<file path="src/rtl/seq_det_pkg.sv">
// Shared types and constants for the programmable sequence detector.
// Contents: FSM state encoding and the legacy default pattern "1011".
// No logic; imported by the detector top and its benches.
package seq_det_pkg;

  typedef enum logic {
    IDLE = 1'b0,
    RUN  = 1'b1
  } state_t;

  // Pattern of the fixed-function predecessor, kept for benches.
  localparam logic [3:0] DEFAULT_PATTERN = 4'b1011;
  localparam int         DEFAULT_LEN     = 4;

endpackage

</file>
<file path="src/rtl/sat_counter.sv">
// Saturating up-counter used to count pattern matches.
// Latency: count reflects inc/clr on the edge after they are sampled.
// No backpressure: inc is ignored once the count is all-ones; clr wins over inc.
// Ports: clk, reset (async, active-high), inc, clr, count[W-1:0].
module sat_counter #(
  parameter int W = 8
) (
  input  logic         clk,
  input  logic         reset,
  input  logic         inc,
  input  logic         clr,
  output logic [W-1:0] count
);

  always_ff @(posedge clk or posedge reset) begin
    if (reset) begin
      count <= '0;
    end else if (clr) begin
      count <= '0;
    end else if (inc && (count != '1)) begin
      count <= count + W'(1);
    end
  end

endmodule

</file>
<file path="src/rtl/seq_detector_prog.sv">
// Programmable serial-pattern detector with Mealy match output and match counter.
// Latency: q is combinational from inbit/in_valid; match_count/armed/cfg_err one edge later.
// No backpressure: every valid bit is consumed; a cfg_load in the same cycle discards the bit.
// Ports: clk, reset (async, active-high), inbit/in_valid (serial input),
//   cfg_load/cfg_pattern/cfg_len/cfg_overlap (run-time configuration), cnt_clr,
//   q (match), match_count, armed (state RUN), cfg_err (illegal length pulse).
module seq_detector_prog
  import seq_det_pkg::*;
#(
  parameter  int PAT_W = 8,
  parameter  int CNT_W = 8,
  localparam int LEN_W = $clog2(PAT_W + 1)
) (
  input  logic             clk,
  input  logic             reset,
  input  logic             inbit,
  input  logic             in_valid,
  input  logic             cfg_load,
  input  logic [PAT_W-1:0] cfg_pattern,
  input  logic [LEN_W-1:0] cfg_len,
  input  logic             cfg_overlap,
  input  logic             cnt_clr,
  output logic             q,
  output logic [CNT_W-1:0] match_count,
  output logic             armed,
  output logic             cfg_err
);

  state_t           state_q, state_d;
  logic [PAT_W-1:0] pat_q;
  logic [LEN_W-1:0] len_q;
  logic             ovl_q;
  logic [PAT_W-1:0] hist_q;
  logic [LEN_W-1:0] fill_q;
  logic             cfg_err_q;

  logic             cfg_legal;
  logic             cfg_accept;
  logic             accept_bit;
  logic [PAT_W-1:0] len_mask;
  logic [PAT_W:0]   window;
  logic             fill_ok;
  logic             pat_eq;
  logic             match;

  assign cfg_legal  = (cfg_len != '0) && (cfg_len <= LEN_W'(PAT_W));
  assign cfg_accept = cfg_load && cfg_legal;

  // Configuration has priority over data: a bit arriving with any cfg_load is dropped.
  assign accept_bit = (state_q == RUN) && in_valid && !cfg_load;

  // Low len_q bits set; a shift by PAT_W yields all ones.
  assign len_mask = ~({PAT_W{1'b1}} << len_q);
  assign window   = {hist_q, inbit};

  // The current bit supplies one of the len bits, so len-1 stored bits suffice.
  assign fill_ok = ({1'b0, fill_q} + (LEN_W + 1)'(1)) >= {1'b0, len_q};
  assign pat_eq  = ((window ^ {1'b0, pat_q}) & {1'b0, len_mask}) == '0;
  assign match   = accept_bit && fill_ok && pat_eq;

  // FSM: state register
  always_ff @(posedge clk or posedge reset) begin
    if (reset) begin
      state_q <= IDLE;
    end else begin
      state_q <= state_d;
    end
  end

  // FSM: next state. Only reset leaves RUN.
  always_comb begin
    state_d = state_q;
    if (cfg_accept) begin
      state_d = RUN;
    end
  end

  // FSM: outputs
  always_comb begin
    armed = (state_q == RUN);
    q     = match;
  end

  // Configuration and history
  always_ff @(posedge clk or posedge reset) begin
    if (reset) begin
      pat_q  <= '0;
      len_q  <= '0;
      ovl_q  <= 1'b0;
      hist_q <= '0;
      fill_q <= '0;
    end else if (cfg_accept) begin
      pat_q  <= cfg_pattern;
      len_q  <= cfg_len;
      ovl_q  <= cfg_overlap;
      hist_q <= '0;
      fill_q <= '0;
    end else if (accept_bit) begin
      hist_q <= {hist_q[PAT_W-2:0], inbit};
      // Without overlap the matching bit must not seed the next match.
      if (match && !ovl_q) begin
        fill_q <= '0;
      end else if (fill_q < len_q) begin
        fill_q <= fill_q + LEN_W'(1);
      end
    end
  end

  always_ff @(posedge clk or posedge reset) begin
    if (reset) begin
      cfg_err_q <= 1'b0;
    end else begin
      cfg_err_q <= cfg_load && !cfg_legal;
    end
  end

  assign cfg_err = cfg_err_q;

  sat_counter #(
    .W(CNT_W)
  ) u_match_cnt (
    .clk  (clk),
    .reset(reset),
    .inc  (match),
    .clr  (cnt_clr || cfg_accept),
    .count(match_count)
  );

endmodule

</file>
<file path="config.mk">
export PLATFORM = sky130hd
export DESIGN_NAME = seq_detector_prog
export DESIGN_NICKNAME = d
export VERILOG_FILES = /design/src/rtl/seq_det_pkg.sv /design/src/rtl/sat_counter.sv /design/src/rtl/seq_detector_prog.sv
export SDC_FILE = /design/constraint.sdc
export NUM_CORES = 1
export LEC_CHECK = 0
export ABC_AREA = 1
export CAP_MARGIN = 10
export CORE_MARGIN = 2
export CORE_UTILIZATION = 30
export DETAILED_ROUTE_END_ITERATION = 6
export SYNTH_ARGS = -nofsm -noshare
export SYNTH_HDL_FRONTEND = slang
export SYNTH_SLANG_ARGS = --single-unit
</file>
<file path="constraint.sdc">
create_clock -name clk -period 2.72 [get_ports clk]
set_input_delay 0.68 -clock clk [delete_from_list [all_inputs] [get_ports clk]]
set_output_delay 0.68 -clock clk [all_outputs]
set_load 0.1 [all_outputs]
</file>
; After elaboration in Yosys (flattened, before gate mapping)
; Cells that the tools add are included.
[word_totals]
out_inout_bits = 11
elab_cells = 46
regBits = 35
[op_classes]
n_lt_le_gt_ge = 3
reduce_logical = 19
addsub = 3
bitwise = 3
muxes = 8
n_shift = 1
eq_ne = 1
[ops]
columns = op, n
row1 = $mux W8, 4
row2 = $mux W4, 4
row3 = $and A9 B8 Y9, 1
row4 = $logic_and A1 B1 Y1, 9
row5 = $logic_not A9 Y1, 1
row6 = $xor A9 B8 Y9, 1
row7 = $add A8 B1 Y8 const B, 1
row8 = $ne A8 B8 Y1 const B, 1
row9 = $not A8 Y8, 1
row10 = $shl A8 B4 Y8 const A, 1
row11 = $add A4 B1 Y5 const B, 1
row12 = $ge A5 B4 Y1, 1
row13 = $add A4 B1 Y4 const B, 1
row14 = $le A4 B4 Y1 const B, 1
row15 = $lt A4 B4 Y1, 1
row16 = $reduce_bool A2 Y1, 2
row17 = $reduce_bool A4 Y1, 1
row18 = $logic_not A1 Y1, 3
row19 = $reduce_bool A3 Y1, 1
row20 = $reduce_and A2 Y1, 1
row21 = $logic_or A1 B1 Y1, 1

; Depth between registers and ports, before layout
[logic_depth]
depth_word = 9
depth_mapped = 14
mapped_depth_nobuf = 14

; By module
; A second synthesis with hierarchy kept.
[unflattened]
hier_cells = 274
hier_area_um2 = 2087.0
[by_module_without_submodules]
columns = module, instances, cells_per_inst, area_per_inst_um2
row1 = seq_detector_prog, 1, 205, 1580.3
row2 = sat_counter, 1, 69, 506.7

; Least setup slack after synthesis
; No wires, ideal clock.
[synth_timing]
path_type = reg-to-output
from = reg state_q (netlist: armed)
to = out q
t_arrival_ns = 1.837
n_path_buf = 1
stages_incl_launch_ff = 7
setup_slack_ns = 0.203
path_cell_list = dfrtp_1 nand2_1 nor2_1 nand3_1 nor2_1 and2_4 buf_8
[synth_between]
elab_chain_len = 4
[synth_lines]
columns = element, line
row1 = "start, declared", seq_detector_prog.sv:29  ; state_t state_q, state_d;
row2 = "start signal, assigned", seq_detector_prog.sv:66  ; state_q <= state_d;
row3 = $logic_and A1 B1 Y1 (2 in series), seq_detector_prog.sv:50  ; assign accept_bit = (state_q == RUN) && in_valid && !cfg_load;
row4 = $logic_and A1 B1 Y1 (2 in series), seq_detector_prog.sv:59  ; assign match = accept_bit && fill_ok && pat_eq;
row5 = "end, declared", seq_detector_prog.sv:23  ; output logic q,
; No other way between the ends.

; Worst setup path after layout
[layout_timing]
from = reg fill_q[1]
to = out q
[layout_between]
elab_chain_len = 4
[layout_lines]
columns = element, line
row1 = "start, declared", seq_detector_prog.sv:34  ; logic [LEN_W-1:0] fill_q;
row2 = "start signal, assigned", seq_detector_prog.sv:104  ; fill_q <= fill_q + LEN_W'(1);
row3 = $add A4 B1 Y5, seq_detector_prog.sv:57  ; assign fill_ok = ({1'b0, fill_q} + (LEN_W + 1)'(1)) >= {1'b0, len_q};
row4 = $ge A5 B4 Y1, seq_detector_prog.sv:57
row5 = $logic_and A1 B1 Y1 (2 in series), seq_detector_prog.sv:59
; No other way between the ends.

==> summary.txt <==
Status
  • Status: finished, violations left
  • Violations in the final reports: negative setup slack

Floorplan
  • Die X-Extent: approximately 86 um
  • Die ar.: ~0.0073 mm2
  • Height of the die: 85.7 um
  • Top-level I/O count: 30
  • Placeable Area: 0.00639 mm2
  • Std-Cell Rows: 29
  • Initial cell density of the core: 0.313

Timing
  • Hold violation total from the final report: 0
  • Final-report max-slew violation count: 0
  • Tcrit/Tclk final: 1.02
  • Worst rel slew slack: 0.704
  • Crit path time final: 2.78 ns
  • Final WS setup: -0.0574 ns
  • Slew at the pin with the worst max-slew slack: roughly 0.44 ns
  • Count of endpoints failing setup in the final report: 1
  • Unrepaired setup endpoints after global routing: yes
  • Skew final: approximately 0.0046 ns
  • Fmax: roughly 0.36 GHz

Final layout
  • Share of post-route cells with drive strength above 1: 0.169
  • Number of diodes added for antenna fixing: 0
  • Nets@finish: 330
  • Post-layout utilization of the core: 0.396
  • Layout overhead on the synthesized area: 26.2%
  • Finished layout cell area: 0.00253 mm2
  • Fillers: 656

Synthesis
  • Mean area per synthesized cell: 7.79 um2
  • Mapped Area: 0.00200 mm2
  • Synth unique cells: 26
  • Syn Nets: ~290
  • Flip-flop and latch count after synthesis: 34
  • Warning count from the yosys run: 0
  • Register area share after synthesis: 0.425
  • Cells after Synth: 257

Setup path
  • Highest cell delay on the worst timing path: roughly 0.42 ns
  • Slowest library cell on the worst path: sky130_fd_sc_hd__dfrtp_1
  • Worst EP arrival: 2.10 ns
  • Family with the most delay on the worst path: simple AND/OR/NAND/NOR gates
  • Maximum net fanout on the critical path: 3
  • Worst-case reg-to-reg path depth: 14
  • Levels on crit path: 11
  • Ordered cell list for the critical path: ha_2, xor2_1, ha_1, nand2_1, nand2_1, nand2_1, nand3_1, nor2_1, nor2_1, and2_4, buf_12
  • Most frequent CP cell: sky130_fd_sc_hd__nand2_1
  • Buffers plus inverters on the worst setup path: 1
  • Kind of launch point of the worst setup path: flop
  • Nature of the critical path endpoint: output port
  • Worst endpoint required time: between 2 and 2.5 ns
  • Critical path class: flop to output port

Placement
  • Half-perimeter wire length of the detailed placement result: roughly 3200 um
  • Number of input and output port buffers inserted: 29
  • Area post-placement: about 0.0024 mm2
  • Placement Setup Slack: ~0.076 ns
  • GPL Wtd Cong: 0.813

Hold path
  • Cells on Worst Hold Path: 2
  • Path type of the worst min-delay path: flop to flop

Power
  • Gate power share: 0.385
  • Share of power burned in the clock network: 0.217
  • Sequential share of power: 0.398
  • Leakage power summed over all cells: about 1.3 nW
  • Internal power: between 1 and 1.5 mW
  • Largest voltage drop on the vdd net: roughly 0.30 mV
  • Sw Ratio: 0.355
  • Pwr per Cell Area: 625 mW/mm2
  • Switching power summed over all nets: 0.560 mW

Routing
  • Number of design-rule violations left by the first detailed-router iteration: 59
  • Via-to-Cell Ratio: approximately 4.6
  • DRC viols: 0
  • Total Wirelength: ~4300 um
  • Detail Route Antenna Nets: 0
  • Iteration count of the initial detailed-routing pass: 4
  • Average detailed-routed wire length per instance: about 11 um
  • Count of vias placed by the detailed router: ~1.7k

Global routing
  • Congestion Overflow GR: 0
  • Vias in the first global route: about 1.7k
  • Wire length of the first global-routing pass: about 7500 um
  • Number of antenna violations at the first check in global routing: 0
  • Overall routing resource usage: 0.127
  • Largest net degree at the start of global routing: 35

Clock network
  • CTS H-tree lvls: 2
  • Clock buffer count from CTS: 5
  • Clock latency reported for the late side of the worst-skew pair: 0.28 ns
  • Master cell of the clock root buffer: sky130_fd_sc_hd__clkbuf_8
  • Clock-pin slew reported for the worst setup and hold paths after clock tree synthesis: approximately 0.06 ns
  • Clock sink count: 34
  • Buffer levels on the longest clock path: 2
  • Clock tree from TritonCTS: yes

Flow run
  • Maximum Capacitance Violations: 0
[cell type report]
| type | count | area (um2) | share of cell area |
|---|---|---|---|
| tap | 77 | 96.3 | 0.0381 |
| inverter | 44 | 165 | 0.0653 |
| timing repair buffer | 42 | 373 | 0.148 |
| sequential | 34 | 851 | 0.337 |
| multi-input combinational | 174 | 966 | 0.382 |
| clock buffer | 7 | 76.3 | 0.0302 |
[state kept, by name (all words and copies together) (netlist names)]
signal             count
hist_q                 7
u_match_cnt.count      8
fill_q                 4
armed                  1
pat_q                  8
ovl_q                  1
len_q                  4
cfg_err                1
[path summary, 6_finish.rpt]
check | startpoint | endpoint | slack, ns
min in group asynchronous | reset | pat_q[4] | 0.80
setup / recovery | fill_q[1] | q | -0.06
max in group asynchronous | reset | u_match_cnt.count[1] | 1.60
hold reg to reg | pat_q[6] | pat_q[6] | 0.52
setup reg to reg | fill_q[0] | u_match_cnt.count[1] | 0.52
hold / removal | pat_q[6] | pat_q[6] | 0.52
[power by group through the flow]
stage	Clock [mW]	Sequential [mW]	Combinational [mW]
2_1_floorplan	0	0.638	0.382
3_3_place_gp	0	0.636	0.518
3_5_place_dp	0	0.636	0.526
4_1_cts	0.356	0.623	0.586
5_1_grt	0.378	0.637	0.700
6_report	0.343	0.629	0.608
[worst register-to-register path, stage by stage (launching register included)]
cell	delay [ns]
sky130_fd_sc_hd__dfrtp_1	0.42
sky130_fd_sc_hd__ha_2	0.21
sky130_fd_sc_hd__xor2_1	0.20
sky130_fd_sc_hd__ha_1	0.27
sky130_fd_sc_hd__nand2_1	0.06
sky130_fd_sc_hd__nand2_1	0.05
sky130_fd_sc_hd__nand2_1	0.05
sky130_fd_sc_hd__nand3_1	0.06
sky130_fd_sc_hd__nor2_1	0.11
sky130_fd_sc_hd__nor2_1	0.06
sky130_fd_sc_hd__and2_4	0.15
sky130_fd_sc_hd__buf_4	0.18
sky130_fd_sc_hd__nand2_4	0.11
sky130_fd_sc_hd__nand2_1	0.08
sky130_fd_sc_hd__a21oi_2	0.12
[cell usage after synthesis]
master / n / share of area
sky130_fd_sc_hd__or2_2: 1 / 0.0031
sky130_fd_sc_hd__and2_4: 1 / 0.0044
sky130_fd_sc_hd__nand3b_4: 1 / 0.010
sky130_fd_sc_hd__inv_1: 35 / 0.066
sky130_fd_sc_hd__xor2_1: 8 / 0.035
sky130_fd_sc_hd__ha_1: 10 / 0.063
sky130_fd_sc_hd__nand4_1: 8 / 0.025
sky130_fd_sc_hd__inv_2: 8 / 0.015
sky130_fd_sc_hd__a22oi_1: 3 / 0.011
sky130_fd_sc_hd__dfrtp_1: 34 / 0.43
sky130_fd_sc_hd__nand2_2: 1 / 0.0031
sky130_fd_sc_hd__nand2_4: 1 / 0.0056
sky130_fd_sc_hd__or2_1: 1 / 0.0031
sky130_fd_sc_hd__o211ai_1: 1 / 0.0038
sky130_fd_sc_hd__nand2_1: 71 / 0.13
sky130_fd_sc_hd__a21oi_1: 2 / 0.0050
sky130_fd_sc_hd__o21ai_0: 11 / 0.027
sky130_fd_sc_hd__nand3_2: 3 / 0.015
sky130_fd_sc_hd__nand3_1: 27 / 0.068
sky130_fd_sc_hd__nor2_1: 16 / 0.030
sky130_fd_sc_hd__buf_8: 1 / 0.0075
sky130_fd_sc_hd__buf_2: 4 / 0.010
sky130_fd_sc_hd__o22ai_1: 5 / 0.016
sky130_fd_sc_hd__a21oi_2: 2 / 0.0088
sky130_fd_sc_hd__nor2_4: 1 / 0.0056
sky130_fd_sc_hd__clkinv_1: 1 / 0.0019
[layer usage]
layer / global-route usage / vias to the layer above / part of all wire
met4: 0.0433 / 0 / 0.015
met5: 0 / - / 0
met1: 0.162 / 781 / 0.48
met3: 0.0308 / 6 / 0.050
li1: - / 905 / -
met2: 0.210 / 38 / 0.46
[cell families after synthesis]
logic type | synth area share
AND/OR/NAND/NOR | 0.306
AO/OA/AOI/OAI | 0.0719
flip-flops | 0.425
buffers and inverters | 0.100
XOR/XNOR | 0.0350
adder cells (fa/ha/maj) | 0.0625
[what timing repair did]
item	CTS	global route
pin swaps	6	2
endpoints found under the setup margin	1	1
setup buffers	4	2
hold buffers	0	0
endpoints found under the hold margin	0	0
gates resized for setup	1	2
[layout by cell type (no fill, tap or decap), types with 3 or more instances in the layout]
cell	n
sky130_fd_sc_hd__nand3_2	4
sky130_fd_sc_hd__xor2_1	7
sky130_fd_sc_hd__nand3_1	26
sky130_fd_sc_hd__o21ai_0	11
sky130_fd_sc_hd__nor2_1	16
sky130_fd_sc_hd__nand4_1	8
sky130_fd_sc_hd__inv_2	8
sky130_fd_sc_hd__dfrtp_1	34
sky130_fd_sc_hd__clkdlybuf4s50_1	18
sky130_fd_sc_hd__buf_4	23
sky130_fd_sc_hd__clkbuf_8	5
sky130_fd_sc_hd__ha_1	9
sky130_fd_sc_hd__o22ai_1	5
sky130_fd_sc_hd__nand2_1	71
sky130_fd_sc_hd__a22oi_1	3
sky130_fd_sc_hd__inv_1	35
[stage by stage]
| step | hold WS (ns) | cells | power, mW | setup TNS [ns] |
|---|---|---|---|---|
| finish | 0.520 | 378 | 1.58 | -0.0574 |
| global route | 0.526 | 378 | 1.72 | -0.203 |
| CTS | 0.512 | 376 | 1.57 | -0.0788 |
| detailed placement | 0.496 | 365 | 1.16 | 0 |
| global placement | 0.498 | 365 | 1.15 | 0 |
| floorplan | 0.468 | 257 | 1.02 | 0 |
Power figures use the tool's default switching activity.
